--- src/rtl/uart_tx_sched_if.sv ---
// Requester and uart-side signal bundle for uart_tx_sched.
// The scheduler connects through the slave modport; sources and the uart model use master.
interface uart_tx_sched_if #(
   parameter int NREQ = 4
);
   localparam int GW = $clog2(NREQ);

   logic [NREQ-1:0]   req_valid;
   logic [8*NREQ-1:0] req_data;
   logic [NREQ-1:0]   req_last;
   logic [NREQ-1:0]   req_ready;
   logic              uart_transmit;
   logic [7:0]        uart_tx_byte;
   logic              uart_tx_free;
   logic              grant_valid;
   logic [GW-1:0]     grant_id;
   logic              abort;

   modport master (
      output req_valid, req_data, req_last, uart_tx_free,
      input  req_ready, uart_transmit, uart_tx_byte, grant_valid, grant_id, abort
   );

   modport slave (
      input  req_valid, req_data, req_last, uart_tx_free,
      output req_ready, uart_transmit, uart_tx_byte, grant_valid, grant_id, abort
   );
endinterface

--- src/rtl/uart_tx_sched.sv ---
// Packet-level round-robin scheduler sharing one uart transmitter among NREQ byte sources.
// Optional channel-tag prefix byte per packet: define UART_TX_SCHED_TAG_EN.
module uart_tx_sched #(
   parameter int         NREQ         = 4,
   parameter int         IDLE_TIMEOUT = 1024,
   parameter logic [7:0] TAG_BASE     = 8'hA0
) (
   input logic           clk,
   input logic           rst,
   uart_tx_sched_if.slave bus
);
   localparam int unsigned NR     = NREQ;
   localparam int          GW     = $clog2(NREQ);
   localparam int          TW     = (IDLE_TIMEOUT > 0) ? $clog2(IDLE_TIMEOUT + 1) : 1;
   localparam bit          TMO_EN = (IDLE_TIMEOUT > 0);
   localparam logic [TW-1:0] TMO_LAST = (IDLE_TIMEOUT > 0) ? TW'(IDLE_TIMEOUT - 1) : '0;

   typedef enum logic [2:0] {
      S_IDLE,
      S_SEND,
      S_ISSUE,
      S_GUARD,
`ifdef UART_TX_SCHED_TAG_EN
      S_WAIT,
      S_TAG
`else
      S_WAIT
`endif
   } state_t;

   state_t        state;
   logic          last_q;
   logic [TW-1:0] tmo_cnt;
   logic [GW-1:0] grant_id;
   logic          grant_valid;
   logic          uart_transmit;
   logic [7:0]    uart_tx_byte;
   logic          abort;

   logic          cur_valid;
   logic          cur_last;
   logic [7:0]    cur_data;
   logic          accept;
   logic [GW-1:0] rr_pick;
   logic          rr_any;

   assign cur_valid = bus.req_valid[grant_id];
   assign cur_last  = bus.req_last[grant_id];
   assign cur_data  = bus.req_data[{grant_id, 3'b000} +: 8];
   assign accept    = (state == S_SEND) && cur_valid && bus.uart_tx_free;

   // Search starts one past the last grant, so the requester just served ranks lowest.
   always_comb begin
      rr_pick = grant_id;
      rr_any  = 1'b0;
      for (int unsigned k = 1; k <= NR; k++) begin
         int unsigned cand;
         cand = (32'(grant_id) + k) % NR;
         if (!rr_any && bus.req_valid[cand]) begin
            rr_any  = 1'b1;
            rr_pick = GW'(cand);
         end
      end
   end

   always_comb begin
      bus.req_ready           = '0;
      bus.req_ready[grant_id] = accept;
   end

   always_ff @(posedge clk) begin
      if (rst) begin
         state         <= S_IDLE;
         last_q        <= 1'b0;
         tmo_cnt       <= '0;
         grant_id      <= GW'(NREQ - 1);
         grant_valid   <= 1'b0;
         uart_transmit <= 1'b0;
         uart_tx_byte  <= '0;
         abort         <= 1'b0;
      end else begin
         uart_transmit <= 1'b0;
         abort         <= 1'b0;
         case (state)
            S_IDLE: begin
               tmo_cnt <= '0;
               if (rr_any) begin
                  grant_id    <= rr_pick;
                  grant_valid <= 1'b1;
`ifdef UART_TX_SCHED_TAG_EN
                  state       <= S_TAG;
`else
                  state       <= S_SEND;
`endif
               end
            end
`ifdef UART_TX_SCHED_TAG_EN
            S_TAG: begin
               if (bus.uart_tx_free) begin
                  uart_tx_byte  <= {TAG_BASE[7:4], 4'(grant_id)};
                  last_q        <= 1'b0;
                  uart_transmit <= 1'b1;
                  state         <= S_ISSUE;
               end
            end
`endif
            S_SEND: begin
               if (accept) begin
                  uart_tx_byte  <= cur_data;
                  last_q        <= cur_last;
                  tmo_cnt       <= '0;
                  uart_transmit <= 1'b1;
                  state         <= S_ISSUE;
               end else if (!cur_valid && TMO_EN) begin
                  // A busy uart with data pending never counts toward the timeout.
                  if (tmo_cnt == TMO_LAST) begin
                     abort       <= 1'b1;
                     grant_valid <= 1'b0;
                     tmo_cnt     <= '0;
                     state       <= S_IDLE;
                  end else begin
                     tmo_cnt <= tmo_cnt + 1'b1;
                  end
               end
            end
            S_ISSUE: state <= S_GUARD;
            S_GUARD: state <= S_WAIT;
            S_WAIT: begin
               if (bus.uart_tx_free) begin
                  if (last_q) begin
                     grant_valid <= 1'b0;
                     state       <= S_IDLE;
                  end else begin
                     state <= S_SEND;
                  end
               end
            end
            default: state <= S_IDLE;
         endcase
      end
   end

   assign bus.uart_transmit = uart_transmit;
   assign bus.uart_tx_byte  = uart_tx_byte;
   assign bus.grant_valid   = grant_valid;
   assign bus.grant_id      = grant_id;
   assign bus.abort         = abort;
endmodule
--- src/flat_wrapper.sv ---
// flat-port wrapper written by rule: the top's interface ports become plain ports
module uart_tx_sched_flat 
#(
   parameter int         NREQ         = 4,
   parameter int         IDLE_TIMEOUT = 1024,
   parameter logic [7:0] TAG_BASE     = 8'hA0
)
  (clk, rst, bus_req_valid, bus_req_data, bus_req_last, bus_uart_tx_free, bus_req_ready, bus_uart_transmit, bus_uart_tx_byte, bus_grant_valid, bus_grant_id, bus_abort);
  uart_tx_sched_if #(.NREQ(NREQ)) bus_i ();
  input logic clk;
  input logic rst;
  input wire logic [$bits(bus_i.req_valid)-1:0] bus_req_valid;
  input wire logic [$bits(bus_i.req_data)-1:0] bus_req_data;
  input wire logic [$bits(bus_i.req_last)-1:0] bus_req_last;
  input wire logic [$bits(bus_i.uart_tx_free)-1:0] bus_uart_tx_free;
  output wire logic [$bits(bus_i.req_ready)-1:0] bus_req_ready;
  output wire logic [$bits(bus_i.uart_transmit)-1:0] bus_uart_transmit;
  output wire logic [$bits(bus_i.uart_tx_byte)-1:0] bus_uart_tx_byte;
  output wire logic [$bits(bus_i.grant_valid)-1:0] bus_grant_valid;
  output wire logic [$bits(bus_i.grant_id)-1:0] bus_grant_id;
  output wire logic [$bits(bus_i.abort)-1:0] bus_abort;
  assign bus_i.req_valid = bus_req_valid;
  assign bus_i.req_data = bus_req_data;
  assign bus_i.req_last = bus_req_last;
  assign bus_i.uart_tx_free = bus_uart_tx_free;
  assign bus_req_ready = bus_i.req_ready;
  assign bus_uart_transmit = bus_i.uart_transmit;
  assign bus_uart_tx_byte = bus_i.uart_tx_byte;
  assign bus_grant_valid = bus_i.grant_valid;
  assign bus_grant_id = bus_i.grant_id;
  assign bus_abort = bus_i.abort;
  uart_tx_sched #(.NREQ(NREQ), .IDLE_TIMEOUT(IDLE_TIMEOUT), .TAG_BASE(TAG_BASE)) u_core (.clk(clk), .rst(rst), .bus(bus_i));
endmodule
--- config.mk ---
export PLATFORM = sky130hd
export DESIGN_NAME = uart_tx_sched_flat
export DESIGN_NICKNAME = d
export VERILOG_FILES = /design/src/rtl/uart_tx_sched_if.sv /design/src/rtl/uart_tx_sched.sv /design/src/flat_wrapper.sv
export SDC_FILE = /design/constraint.sdc
export NUM_CORES = 1
export LEC_CHECK = 0
export BUFFER_PORTS_ARGS = -buffer_cell sky130_fd_sc_hd__clkbuf_2
export CAP_MARGIN = 20
export CELL_PAD_IN_SITES_DETAIL_PLACEMENT = 0
export CELL_PAD_IN_SITES_GLOBAL_PLACEMENT = 1
export CORE_MARGIN = 2
export CORE_UTILIZATION = 41
export CTS_BUF_LIST = sky130_fd_sc_hd__clkbuf_2 sky130_fd_sc_hd__clkbuf_4 sky130_fd_sc_hd__clkbuf_8
export DETAILED_ROUTE_END_ITERATION = 7
export PLACE_DENSITY_LB_ADDON = 0.1
export SYNTH_ARGS = -nofsm -noshare
export SYNTH_HDL_FRONTEND = slang
export SYNTH_SLANG_ARGS = --single-unit
--- constraint.sdc ---
create_clock -name clk -period 6.3 [get_ports clk]
set_input_delay 0.315 -clock clk [delete_from_list [all_inputs] [get_ports clk]]
set_output_delay 0.315 -clock clk [all_outputs]
set_load 0.02 [all_outputs]
======== Yosys cells after proc, flatten, opt, wreduce, memory -nomap -nowiden ========
Cells that the tools add are included.
operators by class
  add/sub/neg operators ................... 5
  multiply operators ...................... 0
  div/mod/pow operators ................... 0
  order comparisons ....................... 6
  eq/ne operators ......................... 13
  shift operators ......................... 1
  multiplexer cells ....................... 42
  bitwise operators ....................... 2
  reductions and logical operators ........ 20
operators by type and width
  cell                                                         count
  2-to-1 mux 11 bit                                            3
  indexed part select 32 x 6 -> 8 bit                          1
  one-hot mux 11 bit (2 select lines)                          1
  2-to-1 mux 1 bit                                             20
  less-than comparator 2 x 3 -> 1 bit (second input constant)  5
  2-to-1 mux 3 bit                                             5
  one-hot mux 3 bit (5 select lines)                           1
  binary-select mux 1 bit (select 2 bit)                       6
  adder 11 x 1 -> 11 bit (second input constant)               1
  == test 11 x 10 -> 1 bit (second input constant)             1
  2-to-1 mux 2 bit                                             4
  != test 2 bit (second input constant)                        4
  AND reduction 7 bit                                          1
  == test 3 x 2 -> 1 bit (second input constant)               2
  logical AND 1 bit                                            6
  adder 2 x 1 -> 2 bit (second input constant)                 2
  adder 2 bit (second input constant)                          2
  AND 4 bit                                                    1
  != test 2 x 1 -> 1 bit (second input constant)               2
  AND reduction 2 bit                                          2
  AND reduction 4 bit                                          1
  nonzero test 4 bit                                           1
  OR reduction 4 bit                                           1
  == test 3 x 1 -> 1 bit (second input constant)               1
  other kinds (13)                                             15
storage, ports and cells
  bits in registers ....................... 28
  latch bits .............................. 0
  memory bits (writable) .................. 0
  bits in read-only memories .............. 0
  output and inout bits ................... 17
  word-level logic and storage cells ...... 97
  memories ................................ 0

======== Logic depth before layout (Yosys ltp) ========
  word-level depth ........................ 15
  mapped depth ............................ 9

======== Worst setup path after synthesis ========
No wires, ideal clock.
  path kind ............................... reg-to-reg
  from .................................... reg u_core.grant_id[1] (netlist: u_core.bus.grant_id[1])
  to ...................................... reg u_core.grant_id[0] (netlist: u_core.bus.grant_id[0])
  arrival ................................. 2615 ps
  slack ................................... 3568 ps
  stages on the path, launching flop included .. 9
  cells stage by stage .................... dfxtp_1 clkbuf_1 clkbuf_1 inv_1 ha_1 mux4_2 o31ai_1 xnor2_1 nand2b_1
between the ends
  longest elaborated chain between the ends .. 14
  elaborated cells between the ends (all ways) .. 27
ends and longest elaborated chain
  item                                                              RTL line             source
  start, declared                                                   uart_tx_sched.sv:34  logic [GW-1:0] grant_id;
  start signal, assigned                                            uart_tx_sched.sv:76  grant_id <= GW'(NREQ - 1);
  start signal, assigned                                            uart_tx_sched.sv:88  grant_id <= rr_pick;
  adder 2 x 1 -> 2 bit                                              uart_tx_sched.sv:58  cand = (32'(grant_id) + k) % NR;
  binary-select mux 1 bit (select 2 bit)                            uart_tx_sched.sv:59  if (!rr_any && bus.req_valid[cand]) begin
  2-to-1 mux 1 bit (implied by the code)                            uart_tx_sched.sv:59
  2-to-1 mux 1 bit                                                  uart_tx_sched.sv:59
  zero test 1 bit                                                   uart_tx_sched.sv:59
  logical AND 1 bit                                                 uart_tx_sched.sv:59
  2-to-1 mux 1 bit                                                  uart_tx_sched.sv:59
  zero test 1 bit                                                   uart_tx_sched.sv:59
  logical AND 1 bit                                                 uart_tx_sched.sv:59
  2-to-1 mux 1 bit                                                  uart_tx_sched.sv:59
  zero test 1 bit                                                   uart_tx_sched.sv:59
  logical AND 1 bit                                                 uart_tx_sched.sv:59
  nonzero test 4 bit (no line) or 2-to-1 mux 1 bit (tied branches)  -
  AND reduction 3 bit (no line)                                     -
Parallel ways exist; a longest one is shown, timed or not. The select of a mux whose other input is x is not followed.
A chain may end at the register's enable or synchronous reset.

======== Worst setup path in the final report ========
  from .................................... reg u_core.grant_id[0] (netlist: u_core.bus.grant_id[0])
  to ...................................... out bus_req_ready[2]
between the ends
  longest elaborated chain between the ends .. 5
  elaborated cells between the ends (all ways) .. 10
ends and longest elaborated chain
  item                                                                               RTL line                                  source
  less-than comparator 2 x 3 -> 1 bit (implied by the code) (tied with other cells)  uart_tx_sched.sv:68                       bus.req_ready[grant_id] = accept;
  logical AND 1 bit (implied by the code) or 2-to-1 mux 1 bit (tied branches)        uart_tx_sched.sv:68, uart_tx_sched.sv:47
  2-to-1 mux 1 bit (implied by the code) or logical AND 1 bit (tied branches)        uart_tx_sched.sv:68, uart_tx_sched.sv:50
  demux 1 bit (select 2 bit) or logical AND 1 bit (tied branches)                    -
  AND 4 bit (no line) *                                                              -
  end, declared                                                                      flat_wrapper.sv:16                        output wire logic [$bits(bus_i.req_ready)-1:0] bus_req_ready;
Every way passes the cells marked *; elsewhere a longest branch is shown, timed or not. The select of a mux whose other input is x is not followed.

==> flow_metrics.env <==
export IMPL_relSlewSlack=0.381
export IMPL_arrival_ns=2.84
export IMPL_detail_route_antenna_nets=0
export IMPL_synth_warning_count=0
export IMPL_core_area_um2=4320
export IMPL_p_comb_frac=0.435
export IMPL_syn_to_final_growth_pct=19.8
export IMPL_wl_per_cell_um=13.7
export IMPL_vias=1714
export IMPL_dr_pass1_iters=4
export IMPL_initialDrtViolationCount=103
export IMPL_synthesis_nets=260
export IMPL_crit_path_end_kind="primary output"
export IMPL_cts_buffer_depth=2
export IMPL_worstSkewPairLatency_ns=0.27
export IMPL_die_w_um=70.7
export IMPL_fin_setup_tns_ns=0
export IMPL_async_reset_ff_frac=0
export IMPL_cts_tree="done"
export IMPL_grt_max_degree=29
export IMPL_wl_um=4270
export IMPL_rows=24
export IMPL_gp_congestion=0.849
export IMPL_drv_cap=0
export IMPL_cts_hold_buffers=0
export IMPL_ys_seq_area_frac=0.307
export IMPL_cts_sinks=28
export IMPL_antenna_found_initial=0
export IMPL_htree_num_levels=1
export IMPL_postCtsSetupRepairBufs=0
export IMPL_ir_drop_v=0.000153
export IMPL_avgSynthCellArea_um2=8.60
export IMPL_power_leakage_nw=0.882
export IMPL_tightest_slew_ns=0.927
export IMPL_clk_pin_slew_ns=0.10
export IMPL_nets=308
export IMPL_synth_cell_types=49
export IMPL_die_area_um2=5000
export IMPL_cp_cell_sequence="mux4_2 > nand2_1 > nor2_1 > and2_1 > clkbuf_2"
export IMPL_layout_drive_gt1_share=0.317
export IMPL_fin_area_um2=2180
export IMPL_path_delay_family="flip-flops"
export IMPL_cts_inserted_buffers=3
export IMPL_synth_edff_count=0
export IMPL_place_detailed_hpwl_um=3180
export IMPL_boundaryPins=60
export IMPL_hold_class="reg -> reg"
export IMPL_cts_resized=0
export IMPL_ys_ff_latch=28
export IMPL_setup_viol=0
export IMPL_final_max_slew_viol_count=0
export IMPL_ys_flop_type="dfxtp_1"
export IMPL_drc=0
export IMPL_diodes=0
export IMPL_synthCells=212
export IMPL_grt_pass1_wl_um=7230
export IMPL_min_period_ns=3.16
export IMPL_power_frac_seq=0.362
export IMPL_via_per_inst=5.51
export IMPL_place_inst=307
export IMPL_slowest_delay_ns=0.94
export IMPL_cp_slowest_cell="dfxtp_1"
export IMPL_critPathKind="reg -> out"
export IMPL_path_buf_inv=1
export IMPL_rsz0062_at_grt="no"
export IMPL_skew_ns=0.00542
export IMPL_start_util=0.422
export IMPL_startpoint_type="flip-flop"
export IMPL_crit_required_ns=5.98
export IMPL_power_switching_mw=0.260
export IMPL_syn_area_um2=1820
export IMPL_n_fill_cell=441
export IMPL_status="complete, no violations"
export IMPL_powerDensity_nw_per_um2=319
export IMPL_grt_pass1_vias=1596
export IMPL_internal_power_mw=0.437
export IMPL_max_freq_mhz=317
export IMPL_sw_frac_of_total=0.373
export IMPL_placed_area_um2=2110
export IMPL_globalRouteOverflowTotal=0
export IMPL_track_usage=0.172
export IMPL_fin_util=0.505
export IMPL_clockPowerShare=0.202
export IMPL_stdcell_count=311
export IMPL_numPortBuffers=59
export IMPL_die_y_um=70.7
export IMPL_cts_root_buf="clkbuf_8"
export IMPL_fin_crit_sh=0.501
export IMPL_finalHoldViolCount=0
export IMPL_critPathMaxFanout=20
==> state kept, by name (all words and copies together), names as in the netlist <==
name	cells
u_core.bus.uart_transmit	1
u_core.state	3
u_core.bus.grant_valid	1
u_core.bus.grant_id	2
u_core.last_q	1
u_core.bus.abort	1
u_core.bus.uart_tx_byte	8
u_core.tmo_cnt	11
==> cells in the mapped netlist (all sizes together), types with 2 or more instances <==
cell type   n  share of area
nand3       5          0.016
clkbuf     12          0.025
nor2       18          0.037
a2bb2oi     2         0.0096
or4b        2          0.011
a31oi       5          0.017
and2        4          0.014
mux2        3          0.019
o21ai       5          0.014
nand4       5          0.017
nand2b      8          0.027
nor3        5          0.014
a21oi      20          0.057
inv         3         0.0062
or3         6          0.021
nor2b       2         0.0069
a221o       2          0.011
o311a       2          0.011
nor4        2         0.0069
nand2      30          0.062
mux4       11           0.14
buf         4          0.014
a211oi      4          0.023
o31ai       2         0.0082
or2         3          0.010
ha          5          0.034
dfxtp      28           0.31
==> layer usage <==
| layer | up-vias | global-route usage | wire, um |
|---|---|---|---|
| met2 | 55 | 0.286 | 1990 |
| met4 | 0 | 0.0377 | 29 |
| met1 | 783 | 0.239 | 2010 |
| li1 | 874 | - | - |
| met3 | 2 | 0.0256 | 238 |
| met5 | - | 0 | 0 |
==> worst min-delay path: cells and delay by family, from the launching register on <==
kind / cells / cell delay [ns]
flip-flops: 1 / 0.32
AND/OR/NAND/NOR: 1 / 0.05
AO/OA/AOI/OAI: 1 / 0.05
==> power by group through the flow <==
stage	clock [mW]	combinational (mW)	sequential, mW
floorplan	0	0.265	0.231
global placement	0	0.304	0.257
detailed placement	0	0.304	0.257
CTS	0.147	0.306	0.254
global route	0.155	0.333	0.261
finish	0.141	0.303	0.252
==> worst paths after layout <==
check                                                        startpoint                                 endpoint  slack [ns]  cells after the start
worst max-delay path                u_core.bus.grant_id[0]$_SDFFE_PP1P_                         bus_req_ready[2]        3.14                      5
worst min-delay path            u_core.bus.uart_tx_byte[6]$_SDFFE_PP0P_  u_core.bus.uart_tx_byte[6]$_SDFFE_PP0P_        0.46                      2
worst max register to register      u_core.bus.grant_id[0]$_SDFFE_PP1P_           u_core.tmo_cnt[9]$_SDFFE_PP0P_        3.41                      5
worst min register to register  u_core.bus.uart_tx_byte[6]$_SDFFE_PP0P_  u_core.bus.uart_tx_byte[6]$_SDFFE_PP0P_        0.46                      2
==> logic make-up after synthesis <==
logic type,synth area share
AND/OR/NAND/NOR,0.260
adder cells (fa/ha/maj),0.0343
flip-flops,0.307
buffers and inverters,0.0453
multiplexers,0.162
XOR/XNOR,0.00480
AO/OA/AOI/OAI,0.187
==> through the flow <==
step | hold slack [ns] | worst slack [ns] | total power [mW]
3_5_place_dp | 0.450 | 3.37 | 0.561
2_1_floorplan | 0.447 | 3.57 | 0.497
3_3_place_gp | 0.443 | 3.38 | 0.561
4_1_cts | 0.464 | 3.03 | 0.706
5_1_grt | 0.476 | 2.76 | 0.750
6_report | 0.459 | 3.14 | 0.697
==> placed cells by master (no fill, tap or decap), types with 3 or more instances in the layout <==
master,count
nor3_1,5
a31oi_1,5
nand3_1,4
or3_1,6
nand2_1,30
clkbuf_8,3
a211oi_1,3
and2_1,4
nand2b_1,8
ha_1,5
nand4_1,5
mux4_2,10
mux2_2,3
dfxtp_1,28
a21oi_1,19
inv_1,3
o21ai_0,4
nor2_1,18
clkbuf_2,59
==> area by class of cell <==
cell class                      count  area [um2]  share of cell area
Multi-Input combinational cell    165        1180               0.541
Sequential cell                    28         561               0.257
Timing Repair Buffer               59         295               0.135
Tap cell                           52        65.1              0.0298
Clock buffer                        3        41.3              0.0189
Clock inverter                      1        30.0              0.0137
Inverter                            3        11.3             0.00515
Power figures use the tool's default switching activity.
